==> src/rtl/mmss_timer_ctrl.sv <==
// mmss_timer_ctrl: minutes:seconds stopwatch controller.
//   Includes a 1 s prescaler, a mod-10/mod-6 digit cascade and a
//   start/stop/set-mode FSM driven by debounced single-cycle buttons.
// Optional feature macro: MMSS_BLINK_EN. When it is defined, the selected
//   field blinks in set mode through blank_min/blank_sec.
// Ports:
//   clk, rst            clock, synchronous active-high reset
//   btn_start           start/stop pulse (highest priority)
//   btn_mode            cycle IDLE -> SET_MIN -> SET_SEC -> IDLE
//   btn_inc             increment the selected field in set mode
//   sec_lo/sec_hi       seconds digits (0-9 / 0-5)
//   min_lo/min_hi       minutes digits (0-9 / 0-5)
//   state               0 IDLE, 1 RUN, 2 SET_MIN, 3 SET_SEC
//   tick                combinational, high on the cycle the time advances
//   rollover            registered pulse after the 59:59 -> 00:00 advance
//   blank_min/blank_sec blink blanking (MMSS_BLINK_EN only)
module mmss_timer_ctrl #(
   parameter int unsigned TICK_DIV = 100000000,
   parameter int unsigned DIV_W    = 27
`ifdef MMSS_BLINK_EN
   ,
   parameter int unsigned BLINK_HALF = 50000000
`endif
) (
   input  logic       clk,
   input  logic       rst,
   input  logic       btn_start,
   input  logic       btn_mode,
   input  logic       btn_inc,
   output logic [3:0] sec_lo,
   output logic [3:0] sec_hi,
   output logic [3:0] min_lo,
   output logic [3:0] min_hi,
   output logic [1:0] state,
   output logic       tick,
   output logic       rollover
`ifdef MMSS_BLINK_EN
   ,
   output logic       blank_min,
   output logic       blank_sec
`endif
);

   typedef enum logic [1:0] {
      S_IDLE    = 2'd0,
      S_RUN     = 2'd1,
      S_SET_MIN = 2'd2,
      S_SET_SEC = 2'd3
   } state_t;

   localparam logic [DIV_W-1:0] DIV_LAST = DIV_W'(TICK_DIV - 1);

   state_t           st;
   state_t           st_next;
   logic [DIV_W-1:0] div;
   logic             start_ev;
   logic             mode_ev;
   logic             inc_ev;
   logic [3:0]       sec_lo_n;
   logic [3:0]       sec_hi_n;
   logic [3:0]       min_lo_n;
   logic [3:0]       min_hi_n;
   logic             carry_out;

   // Strict button priority: only the highest-priority pulse acts.
   assign start_ev = btn_start;
   assign mode_ev  = btn_mode & ~btn_start;
   assign inc_ev   = btn_inc & ~btn_start & ~btn_mode;

   assign state = st;

   // State register
   always_ff @(posedge clk) begin
      if (rst) st <= S_IDLE;
      else     st <= st_next;
   end

   // Next-state logic
   always_comb begin
      st_next = st;
      case (st)
         S_IDLE: begin
            if (start_ev)     st_next = S_RUN;
            else if (mode_ev) st_next = S_SET_MIN;
         end
         S_RUN: begin
            if (start_ev) st_next = S_IDLE;
         end
         S_SET_MIN: begin
            if (mode_ev) st_next = S_SET_SEC;
         end
         S_SET_SEC: begin
            if (mode_ev) st_next = S_IDLE;
         end
         default: st_next = S_IDLE;
      endcase
   end

   // Prescaler: free-runs only while staying in RUN, so a stop or a fresh
   // start always restarts the second from zero.
   always_ff @(posedge clk) begin
      if (rst)                                   div <= '0;
      else if (st == S_RUN && st_next == S_RUN)  div <= (div == DIV_LAST) ? '0 : div + DIV_W'(1);
      else                                       div <= '0;
   end

`ifdef MMSS_BLINK_EN
   localparam int unsigned      BLINK_W    = (BLINK_HALF > 1) ? $clog2(BLINK_HALF) : 1;
   localparam logic [BLINK_W-1:0] BLINK_LAST = BLINK_W'(BLINK_HALF - 1);

   logic [BLINK_W-1:0] blink_cnt;
   logic               phase;
   logic               set_next;

   assign set_next = (st_next == S_SET_MIN) || (st_next == S_SET_SEC);

   // Blink timer restarts on set-state entry and on each edit so the field
   // is shown solidly right after it changes.
   always_ff @(posedge clk) begin
      if (rst || !set_next) begin
         blink_cnt <= '0;
         phase     <= 1'b0;
      end else if (st_next != st || inc_ev) begin
         blink_cnt <= '0;
         phase     <= 1'b0;
      end else if (blink_cnt == BLINK_LAST) begin
         blink_cnt <= '0;
         phase     <= ~phase;
      end else begin
         blink_cnt <= blink_cnt + BLINK_W'(1);
      end
   end
`endif

   // Output logic
   always_comb begin
      tick = 1'b0;
      // A coincident stop wins over the pending tick.
      if (st == S_RUN && div == DIV_LAST && !start_ev) tick = 1'b1;
`ifdef MMSS_BLINK_EN
      blank_min = (st == S_SET_MIN) && phase;
      blank_sec = (st == S_SET_SEC) && phase;
`endif
   end

   // Digit next-values: run cascade or set-mode field increment.
   always_comb begin
      sec_lo_n  = sec_lo;
      sec_hi_n  = sec_hi;
      min_lo_n  = min_lo;
      min_hi_n  = min_hi;
      carry_out = 1'b0;
      if (tick) begin
         sec_lo_n = (sec_lo == 4'd9) ? 4'd0 : sec_lo + 4'd1;
         if (sec_lo == 4'd9) begin
            sec_hi_n = (sec_hi == 4'd5) ? 4'd0 : sec_hi + 4'd1;
            if (sec_hi == 4'd5) begin
               min_lo_n = (min_lo == 4'd9) ? 4'd0 : min_lo + 4'd1;
               if (min_lo == 4'd9) begin
                  min_hi_n  = (min_hi == 4'd5) ? 4'd0 : min_hi + 4'd1;
                  carry_out = (min_hi == 4'd5);
               end
            end
         end
      end else if (inc_ev && st == S_SET_MIN) begin
         min_lo_n = (min_lo == 4'd9) ? 4'd0 : min_lo + 4'd1;
         if (min_lo == 4'd9) min_hi_n = (min_hi == 4'd5) ? 4'd0 : min_hi + 4'd1;
      end else if (inc_ev && st == S_SET_SEC) begin
         // Seconds wrap within the field; minutes are untouched.
         sec_lo_n = (sec_lo == 4'd9) ? 4'd0 : sec_lo + 4'd1;
         if (sec_lo == 4'd9) sec_hi_n = (sec_hi == 4'd5) ? 4'd0 : sec_hi + 4'd1;
      end
   end

   // Digit and rollover registers
   always_ff @(posedge clk) begin
      if (rst) begin
         sec_lo   <= 4'd0;
         sec_hi   <= 4'd0;
         min_lo   <= 4'd0;
         min_hi   <= 4'd0;
         rollover <= 1'b0;
      end else begin
         sec_lo   <= sec_lo_n;
         sec_hi   <= sec_hi_n;
         min_lo   <= min_lo_n;
         min_hi   <= min_hi_n;
         rollover <= carry_out;
      end
   end

endmodule

==> config.mk <==
export PLATFORM = sky130hd
export DESIGN_NAME = mmss_timer_ctrl
export DESIGN_NICKNAME = d
export VERILOG_FILES = /design/src/rtl/mmss_timer_ctrl.sv
export SDC_FILE = /design/constraint.sdc
export NUM_CORES = 1
export LEC_CHECK = 0
export BUFFER_PORTS_ARGS = -buffer_cell sky130_fd_sc_hd__buf_2
export CAP_MARGIN = 5
export CORE_MARGIN = 4
export CORE_UTILIZATION = 62
export DETAILED_ROUTE_END_ITERATION = 8
export PLACE_DENSITY = 0.81
export SLEW_MARGIN = 40
export SYNTH_ARGS = -nofsm -noshare
export SYNTH_HDL_FRONTEND = slang
export SYNTH_SLANG_ARGS = --single-unit
export TNS_END_PERCENT = 1
==> constraint.sdc <==
create_clock -name clk -period 3.3 [get_ports clk]
set_input_delay 0.165 -clock clk [delete_from_list [all_inputs] [get_ports clk]]
set_output_delay 0.165 -clock clk [all_outputs]
set_load 0.03 [all_outputs]
==> results of run 1 <==
==> cell usage after synthesis (2+ instances only) <==
cell type / count / area, sq um
clkbuf_1: 7 / 26.3
nor3_1: 11 / 55.1
nor4_1: 5 / 31.3
or4bb_1: 2 / 22.5
nor4_4: 2 / 42.5
nand3_1: 18 / 90.1
xnor2_1: 22 / 193
dfxtp_1: 46 / 921
xor2_1: 5 / 43.8
and3_1: 5 / 31.3
nand2_1: 15 / 56.3
a21boi_0: 2 / 15.0
a2111o_1: 2 / 22.5
and4_1: 5 / 43.8
nor2b_1: 13 / 81.3
mux2i_1: 4 / 40.0
nor3b_1: 3 / 22.5
inv_1: 10 / 37.5
a211o_1: 2 / 17.5
nor2_1: 50 / 188
a21oi_1: 6 / 30.0
nand4_1: 11 / 68.8
o21ai_0: 5 / 25.0
or3b_2: 2 / 17.5
mux2_2: 5 / 56.3
==> kinds of logic after synthesis <==
kind of cell / after synthesis
mux: 9
xor+xnor: 27
buf+inv: 19
compound gates: 28
simple gates: 152
fa+ha+maj: 1
flops: 46
==> metrics by stage <==
stage	util [%]	area [sq um]	hold WS, ns	cells
floorplan	-	2380	0.383	282
global placement	68.3	2520	0.444	345
detailed placement	68.4	2520	0.451	345
CTS	71.5	2640	0.253	352
global route	71.5	2640	0.309	352
finish	71.5	2640	0.252	352
==> worst max-delay path by stage <==
stage	from	endpoint	slack [ns]	cells after the start
floorplan	div[12]	rollover	0.97	5
global placement	div[0]	div[16]	1.13	6
CTS	div[10]	tick	0.95	5
global route	div[0]	tick	0.77	6
detailed placement	div[0]	min_hi[2]	1.06	6
finish	div[10]	tick	0.93	5
==> worst min-delay path: stages <==
cell and delay (ns):
buf_2 0.13, nor2b_1 0.08, nor2_1 0.09, a211oi_1 0.05
==> routing by layer <==
metal / wire [um] / global-route usage, % / vias up
met5: 0 / 0 / -
met1: 2160 / 22.7 / 956
met3: 143 / 4.60 / 8
li1: - / - / 1030
met4: 66 / 7.66 / 0
met2: 2330 / 35.2 / 27
==> cell type report <==
class	instances	area, sq um	share of cell area, %
sequential	46	921	34.9
clock buffer	6	82.6	3.13
timing repair buffer	24	120	4.56
inverter	10	37.5	1.42
multi-input combinational	217	1390	52.5
clock inverter	1	30.0	1.14
tap	48	60.1	2.28
==> state kept, by name, indices dropped and copies added (netlist names) <==
signal	count
div	27
min_hi	4
min_lo	4
rollover	1
sec_hi	4
sec_lo	4
state	2
==> power groups by stage <==
| stage | clock [mW] | sequential, mW | combinational (mW) |
|---|---|---|---|
| after CTS | 0.428 | 0.569 | 0.0515 |
| after detailed placement | 0 | 0.582 | 0.0514 |
| after global placement | 0 | 0.582 | 0.0502 |
| final | 0.422 | 0.569 | 0.0512 |
| after floorplan | 0 | 0.589 | 0.0303 |
| after global routing | 0.451 | 0.571 | 0.0567 |
==> cells in the final DEF (no fill, tap or decap), types with 2 or more instances in the layout <==
cell type / n
a2111o_1: 2
a211o_1: 2
a21boi_0: 2
a21oi_1: 6
and3_1: 5
and4_1: 5
buf_2: 24
clkbuf_8: 6
dfxtp_1: 46
inv_1: 10
mux2_2: 5
mux2i_1: 4
nand2_1: 15
nand3_1: 17
nand4_1: 11
nor2_1: 50
nor2b_1: 13
nor3_1: 11
nor3b_1: 3
nor4_1: 5
nor4_4: 2
o21ai_0: 5
or3b_2: 2
or4bb_1: 2
xnor2_1: 22
xor2_1: 5
==> run_results.csv, run 1 <==
group,metric,value,unit
run_status,status,"complete, no violations",
floorplan,core_area,3690,sq um
place,gp_congestion,0.774,
cts,clkLatencyLatePin,0.30,ns
pwr,p_seq_share,54.6,%
detailed_routing,wl_per_cell,13.4,um
critical_path,crit_path_max_incr_delay,0.55,ns
floorplan,die_y,70.0,um
pwr,swShare,21.4,%
critical_path,crit_path_frequent_cell,"nor3b_1",
sta,layout_min_cycle_time,2.37,ns
synth,synth_top_family_by_area,"simple AND/OR/NAND/NOR gates",
cts,cts_max_level,2,
synth,synth_fa_ha_area_share,0.525,%
pwr,p_int,819,uW
hold_path,min_delay_path_depth,4,
critical_path,worstRegToRegCells,5,
hold_path,worstHoldStart,"btn_start",
cts,cts_buffers,5,
detailed_routing,dr.pass1.iters,4,
synth,async_flop_share,0,%
critical_path,cp_data_arrival_time,2.20,ns
detailed_routing,drt_wl_total,4.70,mm
pwr,net-switching-power,223,uW
layout,nets,310,
sta,drv_slew,0,
hold_path,worstHoldPathType,"in2reg",
synth,synthXorXnorAreaFrac,9.93,%
critical_path,r2r_slack,1.06,ns
critical_path,end_kind,"primary output",
critical_path,cp_top_family,"simple AND/OR/NAND/NOR gates",
critical_path,cp.buffers_inverters,1,
detailed_routing,final_antenna_net_count,0,
pwr,p_total,1.04,mW
critical_path,r2r-end,"min_hi[2]",
place,portBuffers,24,
sta,rsz0062_at_grt,"false",
cts,postCtsHoldBufs,0,
layout,drive_gt1_share,15.1,%
cts,clock_path_buffers,2,
floorplan,io_pins,25,
pwr,ir_drop,0.259,mV
cts,cts-root-buf,"clkbuf_8",
synth,ys.warnings.count,0,
synth,avgSynthCellArea,8.44,sq um
critical_path,r2r_start,"div[10]",
sta,max_slew.worst_pin.slew,0.539,ns
sta,max_freq,423,MHz
cts,numClockSinks,46,
sta,hold_viol_final,0,
place,pre_cts_slack,1.06,ns
pwr,powerDensity,395,nW/um^2
detailed_routing,drtIter0Drc,106,
sta,finClkSkew,0.0127,ns
layout,area_growth,10.7,%
layout,num_antenna_cells,0,
grt,antenna_found_initial,0,
synth,synth.ff_latch_count,46,
critical_path,worst_path_max_delay_cell,"or4_4",
cts,cts_tree,"built",
sta,finalCritPeriodShare,71.7,%
grt,track_usage,19.8,%
critical_path,critPathLaunchType,"register",
synth,syn_nets,288,
hold_path,whs_endpoint,"state[1]",
synth,synth_edf_count,0,
sta,tns,0,ns
synth,synth_seq_area_share,38.7,%
floorplan,initial_utilization,64.6,%
critical_path,path_max_fanout,5,
place,dpl.hpwl,3.38,mm
pwr,clkPwrFrac,40.5,%
cts,postCtsSetupBuffers,0,
synth,synth-simple-area-share,35.0,%
sta,worst_slack,0.935,ns
critical_path,required,3.13,ns
grt,grt_pass1_wl,8.06,mm
grt,grt_pass1_vias,1870,
layout,filler_cell_count,321,
floorplan,die_area,4900,sq um
critical_path,cp_cell_sequence,"or4_4 -> nor3b_1 -> nand4_1 -> nor3b_1 -> buf_2",
synth,synth_compound_area_share,8.41,%
sta,finalSetupViolations,0,
cts,cts_resized,0,
pwr,p_leak,0.905,nW
detailed_routing,vias,2021,
run,max_cap_violations,0,
synth,synth_flop_cell,"dfxtp_1",
detailed_routing,viasPerCell,5.74,
synth,ys_types,49,
grt,grt-ovfl-total,0,
synth,netlist_instances,282,
floorplan,fp.dieW,70.0,um
floorplan,rows,22,
synth,synth_area,2380,sq um
detailed_routing,drc_errors,0,
grt,grt_max_degree,28,
cts,path_clk_slew,0.09,ns
critical_path,criticalPathCategory,"reg2out",
pwr,combPwrFrac,4.9,%
synth,muxShareOfSynthArea,4.05,%
sta,slew_headroom,64.0,%
Power figures use the tool's default switching activity.
==> run 2, diff against run 1 <==
--- a/config.mk
+++ b/config.mk
@@ -8,9 +8,9 @@
 export BUFFER_PORTS_ARGS = -buffer_cell sky130_fd_sc_hd__buf_2
 export CAP_MARGIN = 5
 export CORE_MARGIN = 4
-export CORE_UTILIZATION = 62
+export CORE_UTILIZATION = 52
 export DETAILED_ROUTE_END_ITERATION = 8
-export PLACE_DENSITY = 0.81
+export PLACE_DENSITY = 0.73
 export SLEW_MARGIN = 40
 export SYNTH_ARGS = -nofsm -noshare
 export SYNTH_HDL_FRONTEND = slang
==> constraint.sdc (replaced) <==
create_clock -name clk -period 1.9 [get_ports clk]
set_input_delay 0.095 -clock clk [delete_from_list [all_inputs] [get_ports clk]]
set_output_delay 0.095 -clock clk [all_outputs]
set_load 0.03 [all_outputs]
==> run_results.csv, run 2 (synthesized netlist as in run 1, its figures left out) <==
group,metric,value,unit
run_status,status,"finished with violations",
run_status,violations,"negative setup slack",
critical_path,cp_cell_sequence,"or4b_4 -> nor4_4 -> nand4_1 -> a21boi_1 -> mux2_2",
floorplan,fp.dieW,75.7,um
grt,grt_max_degree,28,
critical_path,criticalPathCategory,"reg2reg",
place,place_area,2870,sq um
cts,clock_path_buffers,2,
critical_path,critPathLaunchType,"register",
cts,numClockSinks,46,
grt,track_usage,20.3,%
sta,rsz0062_at_grt,"true",
detailed_routing,dr.pass1.iters,4,
floorplan,rows,24,
grt,grt_pass1_wl,9.09,mm
hold_path,whs_endpoint,"state[1]",
cts,clkLatencyLatePin,0.30,ns
grt,grt-ovfl-total,0,
sta,max_freq,472,MHz
critical_path,worstRegToRegCells,5,
pwr,ir_drop,0.414,mV
sta,layout_min_cycle_time,2.12,ns
hold_path,worstHoldStart,"btn_start",
pwr,p_leak,1.14,nW
detailed_routing,final_antenna_net_count,0,
sta,slew_headroom,68.6,%
cts,cts-root-buf,"clkbuf_8",
critical_path,worst_path_max_delay_cell,"or4b_4",
critical_path,r2r-end,"sec_lo[2]",
floorplan,core_area,4380,sq um
layout,final_cell_mix,"nor2_1 (50), dfxtp_1 (43), buf_4 (43), buf_2 (23), xnor2_1 (22)",
cts,cts_max_level,2,
sta,hold_ws,0.192,ns
layout,largest_register_ffs,27,
critical_path,path_max_fanout,5,
critical_path,r2r_start,"div[17]",
layout,area_growth,26.5,%
layout,nets,354,
place,gp_congestion,0.750,
hold_path,min_delay_path_depth,4,
sta,finalCritPeriodShare,111,%
critical_path,cp.buffers_inverters,0,
critical_path,cp_top_family,"simple AND/OR/NAND/NOR gates",
layout,multi_input_area,1410,sq um
pwr,powerDensity,604,nW/um^2
layout,drive_gt1_share,27.8,%
run,max_cap_violations,0,
sta,finalSetupViolations,16,
cts,cts_tree,"built",
sta,finClkSkew,0.00502,ns
sta,hold_viol_final,0,
floorplan,die_y,75.7,um
critical_path,r2r_slack,-0.22,ns
layout,design_area,3010,sq um
critical_path,crit_path_max_incr_delay,0.54,ns
layout,num_antenna_cells,0,
layout,regMostFlops,"div",
layout,regArea,925,sq um
sta,max_slew.worst_pin.slew,0.471,ns
sta,worst_slack,-0.217,ns
floorplan,die_area,5730,sq um
floorplan,initial_utilization,54.3,%
cts,path_clk_slew,0.08,ns
detailed_routing,drc_errors,0,
sta,tns,-2.64,ns
detailed_routing,viasPerCell,5.47,
floorplan,io_pins,25,
cts,cts_buffers,5,
detailed_routing,drt_wl_total,5.33,mm
hold_path,worstHoldPathType,"in2reg",
grt,grt_pass1_vias,2109,
layout,filler_cell_count,387,
cts,postCtsHoldBufs,0,
layout,final_common_cell,"nor2_1",
place,dpl.hpwl,3.95,mm
detailed_routing,vias,2192,
critical_path,end_kind,"register",
critical_path,cp_data_arrival_time,2.31,ns
place,portBuffers,24,
detailed_routing,wl_per_cell,13.3,um
detailed_routing,drtIter0Drc,117,
sta,drv_slew,0,
grt,antenna_found_initial,0,
critical_path,required,2.10,ns
[run 2: power by group]
group	internal [mW]	leakage [nW]	switching (mW)
clock	0.392	0.0514	0.331
combinational	0.0414	0.718	0.0705
sequential	0.973	0.373	0.0103
total	1.41	1.14	0.412
[run 2: timing repair]
item | 4_1_cts | 5_1_grt
cloned | 0 | 0
setup endpoints to repair | 16 | 24
pin swaps | 12 | 3
hold endpoints to repair | 0 | 0
gates resized for setup | 3 | 4
buffers inserted | 1 | 0
[run 2: worst max path at each step]
| stage | cells past startpoint | from | end | slack [ns] |
|---|---|---|---|---|
| after floorplan | 5 | div[17] | sec_hi[3] | -0.13 |
| after global placement | 5 | div[17] | sec_lo[2] | -0.19 |
| after detailed placement | 5 | div[17] | sec_lo[2] | -0.23 |
| after CTS | 5 | div[12] | sec_lo[2] | -0.24 |
| after global routing | 5 | div[17] | sec_lo[2] | -0.37 |
| final | 5 | div[17] | sec_lo[2] | -0.22 |
[run 2: layout make-up]
| type | instances | area share [%] |
|---|---|---|
| multi-input combinational | 217 | 46.7 |
| sequential | 46 | 30.7 |
| tap | 52 | 2.16 |
| clock inverter | 2 | 1.25 |
| inverter | 10 | 1.25 |
| timing repair buffer | 68 | 15.6 |
| clock buffer | 6 | 2.41 |
[run 2: stage by stage]
stage               power (mW)  utilization [%]  setup slack [ns]  instances
global route              1.89             68.7            -0.370        401
floorplan                 1.08                -            -0.134        282
global placement          1.11             65.5            -0.189        392
detailed placement        1.12             65.5            -0.228        392
CTS                       1.83             68.4            -0.236        401
finish                    1.82             68.7            -0.217        401
[run 2: per-layer routing]
metal / track usage (%) / share of wire (%) / vias to the layer above
met5: 0 / 0 / -
met4: 6.60 / 1.5 / 0
met3: 4.62 / 3.5 / 8
met2: 36.2 / 51 / 32
met1: 23.8 / 44 / 1033
li1: - / - / 1119
[run 2: worst min-delay path: stages]
cell	delay [ns]
buf_2	0.14
nor2b_1	0.08
nor2_1	0.09
a211oi_1	0.05
==> run 3, diff against run 2 <==
--- a/config.mk
+++ b/config.mk
@@ -5,12 +5,15 @@
 export SDC_FILE = /design/constraint.sdc
 export NUM_CORES = 1
 export LEC_CHECK = 0
+export ABC_CLOCK_PERIOD_IN_PS = 1900
 export BUFFER_PORTS_ARGS = -buffer_cell sky130_fd_sc_hd__buf_2
 export CAP_MARGIN = 5
 export CORE_MARGIN = 4
 export CORE_UTILIZATION = 52
 export DETAILED_ROUTE_END_ITERATION = 8
+export MAX_ROUTING_LAYER = met4
 export PLACE_DENSITY = 0.73
+export SETUP_SLACK_MARGIN = 0.5
 export SLEW_MARGIN = 40
 export SYNTH_ARGS = -nofsm -noshare
 export SYNTH_HDL_FRONTEND = slang
==> run_results.csv, run 3 (synthesized netlist as in run 1, its figures left out) <==
group,metric,value,unit
critical_path,path_max_fanout,5,
pwr,p_seq_share,54.1,%
detailed_routing,wl_per_cell,13.4,um
sta,hold_viol_final,0,
cts,clkLatencyLatePin,0.30,ns
layout,regMostFlops,"div",
critical_path,required,2.10,ns
sta,layout_min_cycle_time,2.12,ns
critical_path,r2r_slack,-0.22,ns
grt,grt_max_degree,28,
cts,path_clk_slew,0.08,ns
hold_path,min_delay_path_depth,4,
grt,antenna_found_initial,0,
cts,cts_tree,"built",
critical_path,worstRegToRegCells,5,
pwr,swShare,22.6,%
critical_path,end_kind,"register",
critical_path,criticalPathCategory,"reg2reg",
cts,cts-root-buf,"clkbuf_8",
pwr,net-switching-power,411,uW
sta,tns,-2.62,ns
sta,drv_slew,0,
place,portBuffers,24,
floorplan,io_pins,25,
pwr,powerDensity,601,nW/um^2
detailed_routing,drt_wl_total,5.37,mm
critical_path,r2r-end,"sec_lo[2]",
floorplan,rows,24,
detailed_routing,met1Wirelength,2.38,mm
run_status,status,"finished with violations",
critical_path,critPathLaunchType,"register",
layout,filler_cell_count,384,
detailed_routing,dr.pass1.iters,4,
grt,track_usage,20.8,%
layout,num_antenna_cells,0,
sta,slew_headroom,68.0,%
detailed_routing,wl_met2,2.75,mm
critical_path,cp_data_arrival_time,2.31,ns
layout,area_growth,26.9,%
sta,rsz0062_at_grt,"true",
sta,worst_slack,-0.218,ns
run,max_cap_violations,0,
detailed_routing,route.met3.wl,184,um
detailed_routing,final_antenna_net_count,0,
layout,drive_gt1_share,28.7,%
sta,max_freq,472,MHz
critical_path,r2r_start,"div[17]",
cts,cts_buffers,5,
pwr,clkPwrFrac,39.7,%
layout,regArea,925,sq um
place,pre_cts_slack,-0.228,ns
sta,hold_ws,0.196,ns
hold_path,worstHoldPathType,"in2reg",
grt,grt-ovfl-total,0,
cts,numClockSinks,46,
grt,grt_pass1_wl,9.06,mm
run_status,violations,"negative setup slack",
layout,final_common_cell,"nor2_1",
layout,nets,354,
hold_path,worstHoldStart,"btn_start",
layout,multi_input_area,1420,sq um
layout,largest_register_ffs,27,
pwr,p_leak,1.15,nW
sta,finalCritPeriodShare,111,%
detailed_routing,viasPerCell,5.45,
pwr,combPwrFrac,6.2,%
detailed_routing,highest_layer,"met4",
pwr,p_int,1.41,mW
floorplan,fp.dieW,75.7,um
floorplan,die_y,75.7,um
sta,max_slew.worst_pin.slew,0.479,ns
floorplan,initial_utilization,54.3,%
pwr,ir_drop,0.414,mV
cts,postCtsHoldBufs,0,
place,dpl.hpwl,3.95,mm
grt,grt_pass1_vias,2116,
layout,final_cell_mix,"nor2_1 (49), dfxtp_1 (43), buf_4 (43), buf_2 (23), xnor2_1 (22)",
floorplan,die_area,5730,sq um
detailed_routing,vias,2187,
cts,cts_max_level,2,
detailed_routing,drc_errors,0,
sta,finClkSkew,0.00450,ns
sta,finalSetupViolations,16,
floorplan,core_area,4380,sq um
detailed_routing,drtIter0Drc,101,
cts,clock_path_buffers,2,
place,gp_congestion,0.759,
hold_path,whs_endpoint,"state[1]",
[run 3: cell counts in the layout (fill, tap and decap cells not counted)]
Identical to the previous run, type by type.
[run 3: cell type report]
type,count,share of cell area [%]
multi-input cells,217,46.8
flip-flops and latches,46,30.6
repair buffers,68,15.5
clock buffers,6,2.40
well taps,52,2.15
clock inverters,2,1.24
inverters,10,1.24
[run 3: critical path: stages (launching register included)]
cell	delay (ns)
dfxtp_2	0.33
or4b_4	0.54
nor4_4	0.38
nand4_1	0.20
a21boi_1	0.21
mux2_2	0.35
[run 3: layer usage]
layer | vias to the layer above | GRT usage (%)
li1 | 1119 | -
met1 | 1034 | 23.7
met2 | 28 | 36.2
met3 | 6 | 4.62
met4 | 0 | 6.60
met5 | - | -
[run 3: power by group through the flow]
stage / clock [mW] / combinational [mW] / sequential (mW)
after global placement: 0 / 0.109 / 1.00
after floorplan: 0 / 0.0530 / 1.02
final: 0.722 / 0.112 / 0.983
after detailed placement: 0 / 0.111 / 1.00
after CTS: 0.740 / 0.112 / 0.983
after global routing: 0.776 / 0.124 / 0.985
[run 3: how the worst max path moves through the flow]
stage / from / endpoint / slack [ns] / cells after the start
after global placement: div[17] / sec_lo[2] / -0.19 / 5
final: div[17] / sec_lo[2] / -0.22 / 5
after global routing: div[17] / sec_lo[2] / -0.37 / 5
after CTS: div[12] / sec_lo[2] / -0.24 / 5
after detailed placement: div[17] / sec_lo[2] / -0.23 / 5
after floorplan: div[17] / sec_hi[3] / -0.13 / 5
[run 3: what timing repair did]
item | in CTS | in global routing
setup buffers | 1 | 0
resized for setup | 4 | 6
pin swaps | 13 | 5
setup endpoints to repair | 45 | 45
[run 3: through the flow]
| stage | power [mW] | utilization, % | cells | instance area (sq um) |
|---|---|---|---|---|
| 2_1_floorplan | 1.08 | - | 282 | 2390 |
| 3_5_place_dp | 1.12 | 65.5 | 392 | 2870 |
| 3_3_place_gp | 1.11 | 65.5 | 392 | 2870 |
| 5_1_grt | 1.88 | 68.9 | 401 | 3020 |
| 6_report | 1.82 | 68.9 | 401 | 3020 |
| 4_1_cts | 1.83 | 68.5 | 401 | 3000 |
